File: config.mk
export PLATFORM = sky130hd
export DESIGN_NAME = mux_rr_sequencer_flat
export DESIGN_NICKNAME = d
export VERILOG_FILES = /design/src/rtl/mux_rr_sequencer_pkg.sv /design/src/rtl/mux_rr_sequencer_if.sv /design/src/rtl/mux_rr_sequencer_rr_pick.sv /design/src/rtl/mux_rr_sequencer.sv /design/src/flat_wrapper.sv
export SDC_FILE = /design/constraint.sdc
export NUM_CORES = 1
export LEC_CHECK = 0
export ABC_AREA = 1
export BUFFER_PORTS_ARGS = -buffer_cell sky130_fd_sc_hd__buf_2
export CORE_MARGIN = 1.5
export CORE_UTILIZATION = 53
export CTS_CLUSTER_SIZE = 28
export DETAILED_ROUTE_END_ITERATION = 6
export HOLD_SLACK_MARGIN = 0.06
export PLACE_DENSITY = 0.84
export SYNTH_ARGS = -nofsm -noshare
export SYNTH_HDL_FRONTEND = slang
export SYNTH_SLANG_ARGS = --single-unit
File: constraint.sdc
create_clock -name clk -period 2.1 [get_ports clk]
set_input_delay 0.42 -clock clk [delete_from_list [all_inputs] [get_ports clk]]
set_output_delay 0.42 -clock clk [all_outputs]
set_load 0.005 [all_outputs]
File: src/rtl/mux_rr_sequencer_pkg.sv
`default_nettype none
// ============================================================================
// Package     : mux_seq_pkg
// Description : Shared sizing constants and FSM state encoding for the
//               round-robin MUX8x1 sequencer.
// Revision    : 1.0 - initial release
// ============================================================================
package mux_seq_pkg;

    localparam int N_CH   = 8;
    localparam int SEL_W  = $clog2(N_CH);
    localparam int DATA_W = 4;

    typedef enum logic [1:0] {
        IDLE    = 2'd0,
        SELECT  = 2'd1,
        CAPTURE = 2'd2,
        HOLD    = 2'd3
    } state_t;

endpackage
`default_nettype wire

File: src/rtl/mux_rr_sequencer_if.sv
`default_nettype none
// ============================================================================
// Interface   : mux_rr_sequencer_if
// Description : Groups the sequencer-facing request, mux and downstream
//               valid/ready signals.
//               req    - per-channel request lines
//               mux_in - MUX8x1 OUT fed back to the sequencer
//               s      - registered select driven to MUX8x1
//               gnt    - one-hot, one-cycle capture pulse
//               dout   - captured word, dch - its channel index
//               dvalid - dout/dch valid, dready - downstream accept
// Revision    : 1.0 - initial release
// ============================================================================
interface mux_rr_sequencer_if;
    import mux_seq_pkg::*;

    logic [N_CH-1:0]   req;
    logic [DATA_W-1:0] mux_in;
    logic [SEL_W-1:0]  s;
    logic [N_CH-1:0]   gnt;
    logic [DATA_W-1:0] dout;
    logic [SEL_W-1:0]  dch;
    logic              dvalid;
    logic              dready;

    // Sequencer side
    modport master (
        input  req, mux_in, dready,
        output s, gnt, dout, dch, dvalid
    );

    // Environment side (requesters, mux and downstream consumer)
    modport slave (
        output req, mux_in, dready,
        input  s, gnt, dout, dch, dvalid
    );

endinterface
`default_nettype wire

File: src/rtl/mux_rr_sequencer_rr_pick.sv
`default_nettype none
// ============================================================================
// Module      : rr_pick
// Description : Combinational rotate-priority search. Starting just after the
//               last-served pointer, returns the first requesting channel.
//               A lone request from the pointer channel itself is found last,
//               so it is still re-granted.
//               i_req    - request vector
//               i_ptr    - last-served channel
//               o_any    - at least one request present
//               o_winner - selected channel index (0 when o_any is low)
// Revision    : 1.0 - initial release
// ============================================================================
module rr_pick
    import mux_seq_pkg::*;
#(
    parameter int P_N_CH  = N_CH,
    parameter int P_SEL_W = SEL_W
) (
    input  wire logic [P_N_CH-1:0]  i_req,
    input  wire logic [P_SEL_W-1:0] i_ptr,
    output logic                    o_any,
    output logic [P_SEL_W-1:0]      o_winner
);

    // Walk from the farthest candidate back to the nearest so the nearest
    // requester after i_ptr is the last (and winning) assignment. The index
    // sum wraps in P_SEL_W bits, which relies on P_N_CH being a power of two.
    always_comb begin
        o_any    = |i_req;
        o_winner = '0;
        for (int k = P_N_CH; k >= 1; k--) begin
            if (i_req[i_ptr + P_SEL_W'(k)]) begin
                o_winner = i_ptr + P_SEL_W'(k);
            end
        end
    end

endmodule
`default_nettype wire

File: src/rtl/mux_rr_sequencer.sv
`default_nettype none
// ============================================================================
// Module      : mux_rr_sequencer
// Description : Upstream control stage for an 8:1, 4-bit MUX8x1. Arbitrates
//               the request lines round-robin, drives the mux select, waits
//               one cycle for the mux to settle, captures its output and
//               offers the word downstream over valid/ready.
//               clk - rising-edge clock
//               rst - synchronous active-high reset
//               bus - mux_rr_sequencer_if.master (req, mux_in, dready in;
//                     s, gnt, dout, dch, dvalid out)
// Revision    : 1.0 - initial release
// ============================================================================
module mux_rr_sequencer
    import mux_seq_pkg::*;
(
    input  wire logic           clk,
    input  wire logic           rst,
    mux_rr_sequencer_if.master  bus
);

    // Pointer reset value: search after reset starts at channel 0.
    localparam logic [SEL_W-1:0] c_ptr_rst = SEL_W'(N_CH - 1);

    state_t              r_state;
    logic [SEL_W-1:0]    r_ptr;
    logic [SEL_W-1:0]    r_s;
    logic [N_CH-1:0]     r_gnt;
    logic [DATA_W-1:0]   r_dout;
    logic [SEL_W-1:0]    r_dch;
    logic                r_dvalid;

    state_t              w_state_nxt;
    logic [SEL_W-1:0]    w_ptr_nxt;
    logic [SEL_W-1:0]    w_s_nxt;
    logic [N_CH-1:0]     w_gnt_nxt;
    logic [DATA_W-1:0]   w_dout_nxt;
    logic [SEL_W-1:0]    w_dch_nxt;
    logic                w_dvalid_nxt;

    logic                w_any;
    logic [SEL_W-1:0]    w_winner;

    rr_pick #(
        .P_N_CH  (N_CH),
        .P_SEL_W (SEL_W)
    ) u_rr_pick (
        .i_req    (bus.req),
        .i_ptr    (r_ptr),
        .o_any    (w_any),
        .o_winner (w_winner)
    );

    always_ff @(posedge clk) begin
        if (rst) begin
            r_state  <= IDLE;
            r_ptr    <= c_ptr_rst;
            r_s      <= '0;
            r_gnt    <= '0;
            r_dout   <= '0;
            r_dch    <= '0;
            r_dvalid <= 1'b0;
        end else begin
            r_state  <= w_state_nxt;
            r_ptr    <= w_ptr_nxt;
            r_s      <= w_s_nxt;
            r_gnt    <= w_gnt_nxt;
            r_dout   <= w_dout_nxt;
            r_dch    <= w_dch_nxt;
            r_dvalid <= w_dvalid_nxt;
        end
    end

    always_comb begin
        w_state_nxt  = r_state;
        w_ptr_nxt    = r_ptr;
        w_s_nxt      = r_s;
        w_gnt_nxt    = '0;          // grant is a single-cycle pulse
        w_dout_nxt   = r_dout;
        w_dch_nxt    = r_dch;
        w_dvalid_nxt = r_dvalid;

        case (r_state)
            IDLE: begin
                if (w_any) begin
                    w_s_nxt     = w_winner;
                    w_state_nxt = SELECT;
                end
            end
            SELECT: begin
                // Select held a full cycle so the mux output is settled.
                w_state_nxt = CAPTURE;
            end
            CAPTURE: begin
                // Captured regardless of whether the request is still up.
                w_dout_nxt       = bus.mux_in;
                w_dch_nxt        = r_s;
                w_dvalid_nxt     = 1'b1;
                w_gnt_nxt[r_s]   = 1'b1;
                w_ptr_nxt        = r_s;
                w_state_nxt      = HOLD;
            end
            HOLD: begin
                if (r_dvalid && bus.dready) begin
                    w_dvalid_nxt = 1'b0;
                    // Re-arbitrate in the transfer cycle to keep the
                    // three-cycle word rate.
                    if (w_any) begin
                        w_s_nxt     = w_winner;
                        w_state_nxt = SELECT;
                    end else begin
                        w_state_nxt = IDLE;
                    end
                end
            end
            default: begin
                w_state_nxt = IDLE;
            end
        endcase
    end

    assign bus.s      = r_s;
    assign bus.gnt    = r_gnt;
    assign bus.dout   = r_dout;
    assign bus.dch    = r_dch;
    assign bus.dvalid = r_dvalid;

endmodule
`default_nettype wire

File: src/flat_wrapper.sv
// flat-port wrapper written by rule: the top's interface ports become plain ports
module mux_rr_sequencer_flat import mux_seq_pkg::*;
  (clk, rst, bus_req, bus_mux_in, bus_dready, bus_s, bus_gnt, bus_dout, bus_dch, bus_dvalid);
  mux_rr_sequencer_if bus_i ();
  input  wire logic clk;
  input  wire logic rst;
  input wire logic [$bits(bus_i.req)-1:0] bus_req;
  input wire logic [$bits(bus_i.mux_in)-1:0] bus_mux_in;
  input wire logic [$bits(bus_i.dready)-1:0] bus_dready;
  output wire logic [$bits(bus_i.s)-1:0] bus_s;
  output wire logic [$bits(bus_i.gnt)-1:0] bus_gnt;
  output wire logic [$bits(bus_i.dout)-1:0] bus_dout;
  output wire logic [$bits(bus_i.dch)-1:0] bus_dch;
  output wire logic [$bits(bus_i.dvalid)-1:0] bus_dvalid;
  assign bus_i.req = bus_req;
  assign bus_i.mux_in = bus_mux_in;
  assign bus_i.dready = bus_dready;
  assign bus_s = bus_i.s;
  assign bus_gnt = bus_i.gnt;
  assign bus_dout = bus_i.dout;
  assign bus_dch = bus_i.dch;
  assign bus_dvalid = bus_i.dvalid;
  mux_rr_sequencer u_core (.clk(clk), .rst(rst), .bus(bus_i));
endmodule
==> impl_metrics.toml <==
[cells_and_area]
drive_above_1_share = 0.2302
final_nets = 287
antenna_cells = 0
multi_input_area_um2 = 889.6
n_fill_cell = 263
seq_area_um2 = 480.5
areaGrowthSynthToFinish_pct = 17.61

[clock_tree]
ctsResizeCount = 0
cts_tree = "done"
clkLatencyLatePin_ns = 0.32
ctsLongestPathBuffers = 2
clkSinkCount = 24
root_buffer = "clkbuf_4"
cts_buffers = 3
ctsHoldBuffers = 0
clkTransAtPathRegs_ns = 0.13
cts_setup_buffers = 0
cts_htree_levels = 1

[logic_synthesis]
synthesis.area_mm2 = 0.001499
syn_avg_cell_area_um2 = 6.546
async_flop_share = 0
synth-main-ff-cell = "dfxtp_1"
synth.net_count = 250
ys_seq_area_frac = 0.3205
synth_edf_count = 0
synthDistinctLibCells = 28
synth_seq_cells = 24
yosys_warnings = 0
synthCells = 229

[die]
die_height_um = 56.18
coreArea_mm2 = 0.002710
fp.dieArea_mm2 = 0.003156
io_pins = 34
fp.dieW_um = 56.18
initial_core_util = 0.5531
num_rows = 19

[place]
port-buffer-count = 33
place_ws_ns = 0.1456
gp_congestion = 0.9956
hpwlAfterDp_um = 2786

[grt]
grt_pass1_wl_um = 6182
grt_max_degree = 15
antenna_found_initial = 0
overflow = 0
grt_usage = 0.2455
grt_pass1_vias = 1516

[worst_setup_path]
worstRegToRegCells = 15
required_ns = 2.37
cp_max_fo = 10
arrival_ns = 2.15
crit_end = "u_core.bus.s[1]"
startpoint = "u_core.r_ptr[0]"
criticalPathCategory = "reg -> reg"
r2r_slack_ns = 0.22
cp-start-kind = "flip-flop"
timing.rr.start = "u_core.r_ptr[0]"
crit_path_end_kind = "flip-flop"
rr_endpoint = "u_core.bus.s[1]"

[timing]
hold_ws_ns = 0.3074
fmax_mhz = 532.2
finalSetupTns_ns = 0
finalWorstSetupSlack_ns = 0.2211
hold_viol = 0
final-setup-viol-count = 0
clock_skew_ns = 0.008389
fin_crit_sh = 0.8947
fin_crit_ns = 1.879
worst_pin_slew_ns = 0.3705
finalMaxSlewViolations = 0
rsz0062_at_grt = "no"
slew_headroom = 0.7527

[hold_path]
min-delay-path-class = "in -> reg"

[drt]
drtAntennaViolNets = 0
num_vias = 1582
finalWirelength_um = 3502
vias_per_cell = 5.345
wl_per_cell_um = 11.83
drtPass1Iterations = 4
drt_iter0_markers = 149
drcViolationCount = 0

[pwr]
leakagePower_nw = 0.9356
power.density_mw_per_mm2 = 1557
vdd_drop_max_mv = 0.9520

[run_status]
status = "finished, final reports clean"

[run]
max-cap-violations = 0
cell usage in the layout (no fill, tap or decap), drive strengths merged:
cell and count:
xnor2 2, nor3 2, nand3b 1, bufinv 1
nand2 70, o21ai 11, a31oi 1, nor2 22
nor4 2, inv 26, buf 37, clkinv 1
and2 1, o211ai 3, a21oi 17, ha 6
xor2 1, clkbuf 3, nand3 34, dfxtp 24
cell families after synthesis:
family | after synthesis | synth area share
simple gates | 132 | 0.3948
compound gates | 32 | 0.1177
buf+inv | 32 | 0.09433
flops | 24 | 0.3205
fa+ha+maj | 6 | 0.05008
xor+xnor | 3 | 0.02254
metrics by stage:
stage / utilization / power (mW) / cell area [um^2] / cells
2_1_floorplan: - / 2.006 / 1499 / 229
3_3_place_gp: 0.6256 / 2.341 / 1695 / 292
3_5_place_dp: 0.6256 / 2.368 / 1695 / 292
4_1_cts: 0.6450 / 2.702 / 1748 / 296
5_1_grt: 0.6505 / 3.051 / 1763 / 296
6_report: 0.6505 / 2.744 / 1763 / 296
worst max-delay path, cell delays in order (launching register included):
cell     delay [ns]
dfxtp_1        0.39
inv_4          0.08
ha_4           0.28
inv_2          0.10
nand3_1        0.14
nand3_2        0.11
nand2_2        0.06
inv_2          0.06
nand2_1        0.07
o21ai_1        0.13
nand2_1        0.06
nand2_1        0.06
nand2_1        0.05
nand2_1        0.06
nand2_1        0.05
a21oi_1        0.12
worst min path at each step:
stage	cells after the start	end	start	slack, ns
3_3_place_gp	2	u_core.bus.dch[2]	u_core.bus.dch[2]	0.44
6_report	3	u_core.bus.dout[3]	bus_mux_in[3]	0.31
2_1_floorplan	2	u_core.bus.dch[1]	u_core.bus.dch[1]	0.45
3_5_place_dp	2	u_core.bus.dch[1]	u_core.bus.dch[1]	0.46
4_1_cts	3	u_core.bus.dout[3]	bus_mux_in[3]	0.31
5_1_grt	2	u_core.bus.s[0]	rst	0.30
where the power goes:
part	leakage (nW)	total (mW)	switching (mW)	internal, mW
Clock	0.0279	0.332	0.139	0.193
Combinational	0.712	1.76	1.10	0.665
Sequential	0.196	0.647	0.0913	0.556
registers in the layout, summed over array words and instances (netlist names):
register	cells
u_core.bus.dch	3
u_core.bus.dout	4
u_core.bus.dvalid	1
u_core.bus.gnt	8
u_core.bus.s	3
u_core.r_ptr	3
u_core.r_state	2
area by class of cell:
type | instances | share of cell area
Sequential cell | 24 | 0.2725
Inverter | 27 | 0.06033
Tap cell | 31 | 0.02200
Clock inverter | 1 | 0.01703
Clock buffer | 3 | 0.01278
Multi-Input combinational cell | 173 | 0.5046
Timing Repair Buffer | 37 | 0.1107
synthesized netlist by cell type, types with 2 or more instances:
master	instances	area (um^2)
buf_6	2	22.52
inv_2	6	22.52
ha_1	6	75.07
nor4_1	2	12.51
nand2_1	65	244.0
inv_1	19	71.32
o211ai_1	3	22.52
a21oi_1	16	80.08
o21ai_0	9	45.04
nand2_2	5	31.28
dfxtp_1	24	480.5
nand3_1	31	155.2
nand3_2	3	30.03
nor2_1	22	82.58
clkbuf_1	2	7.510
nor3_1	2	10.01
metal layers:
metal | vias to the layer above | share of wire | GRT usage
met2 | 62 | 0.48 | 0.4269
met5 | - | 0 | 0
met1 | 696 | 0.42 | 0.2962
met3 | 11 | 0.068 | 0.03953
li1 | 813 | - | -
met4 | 0 | 0.023 | 0.1088
No activity file was read; power rests on OpenSTA's default activity.
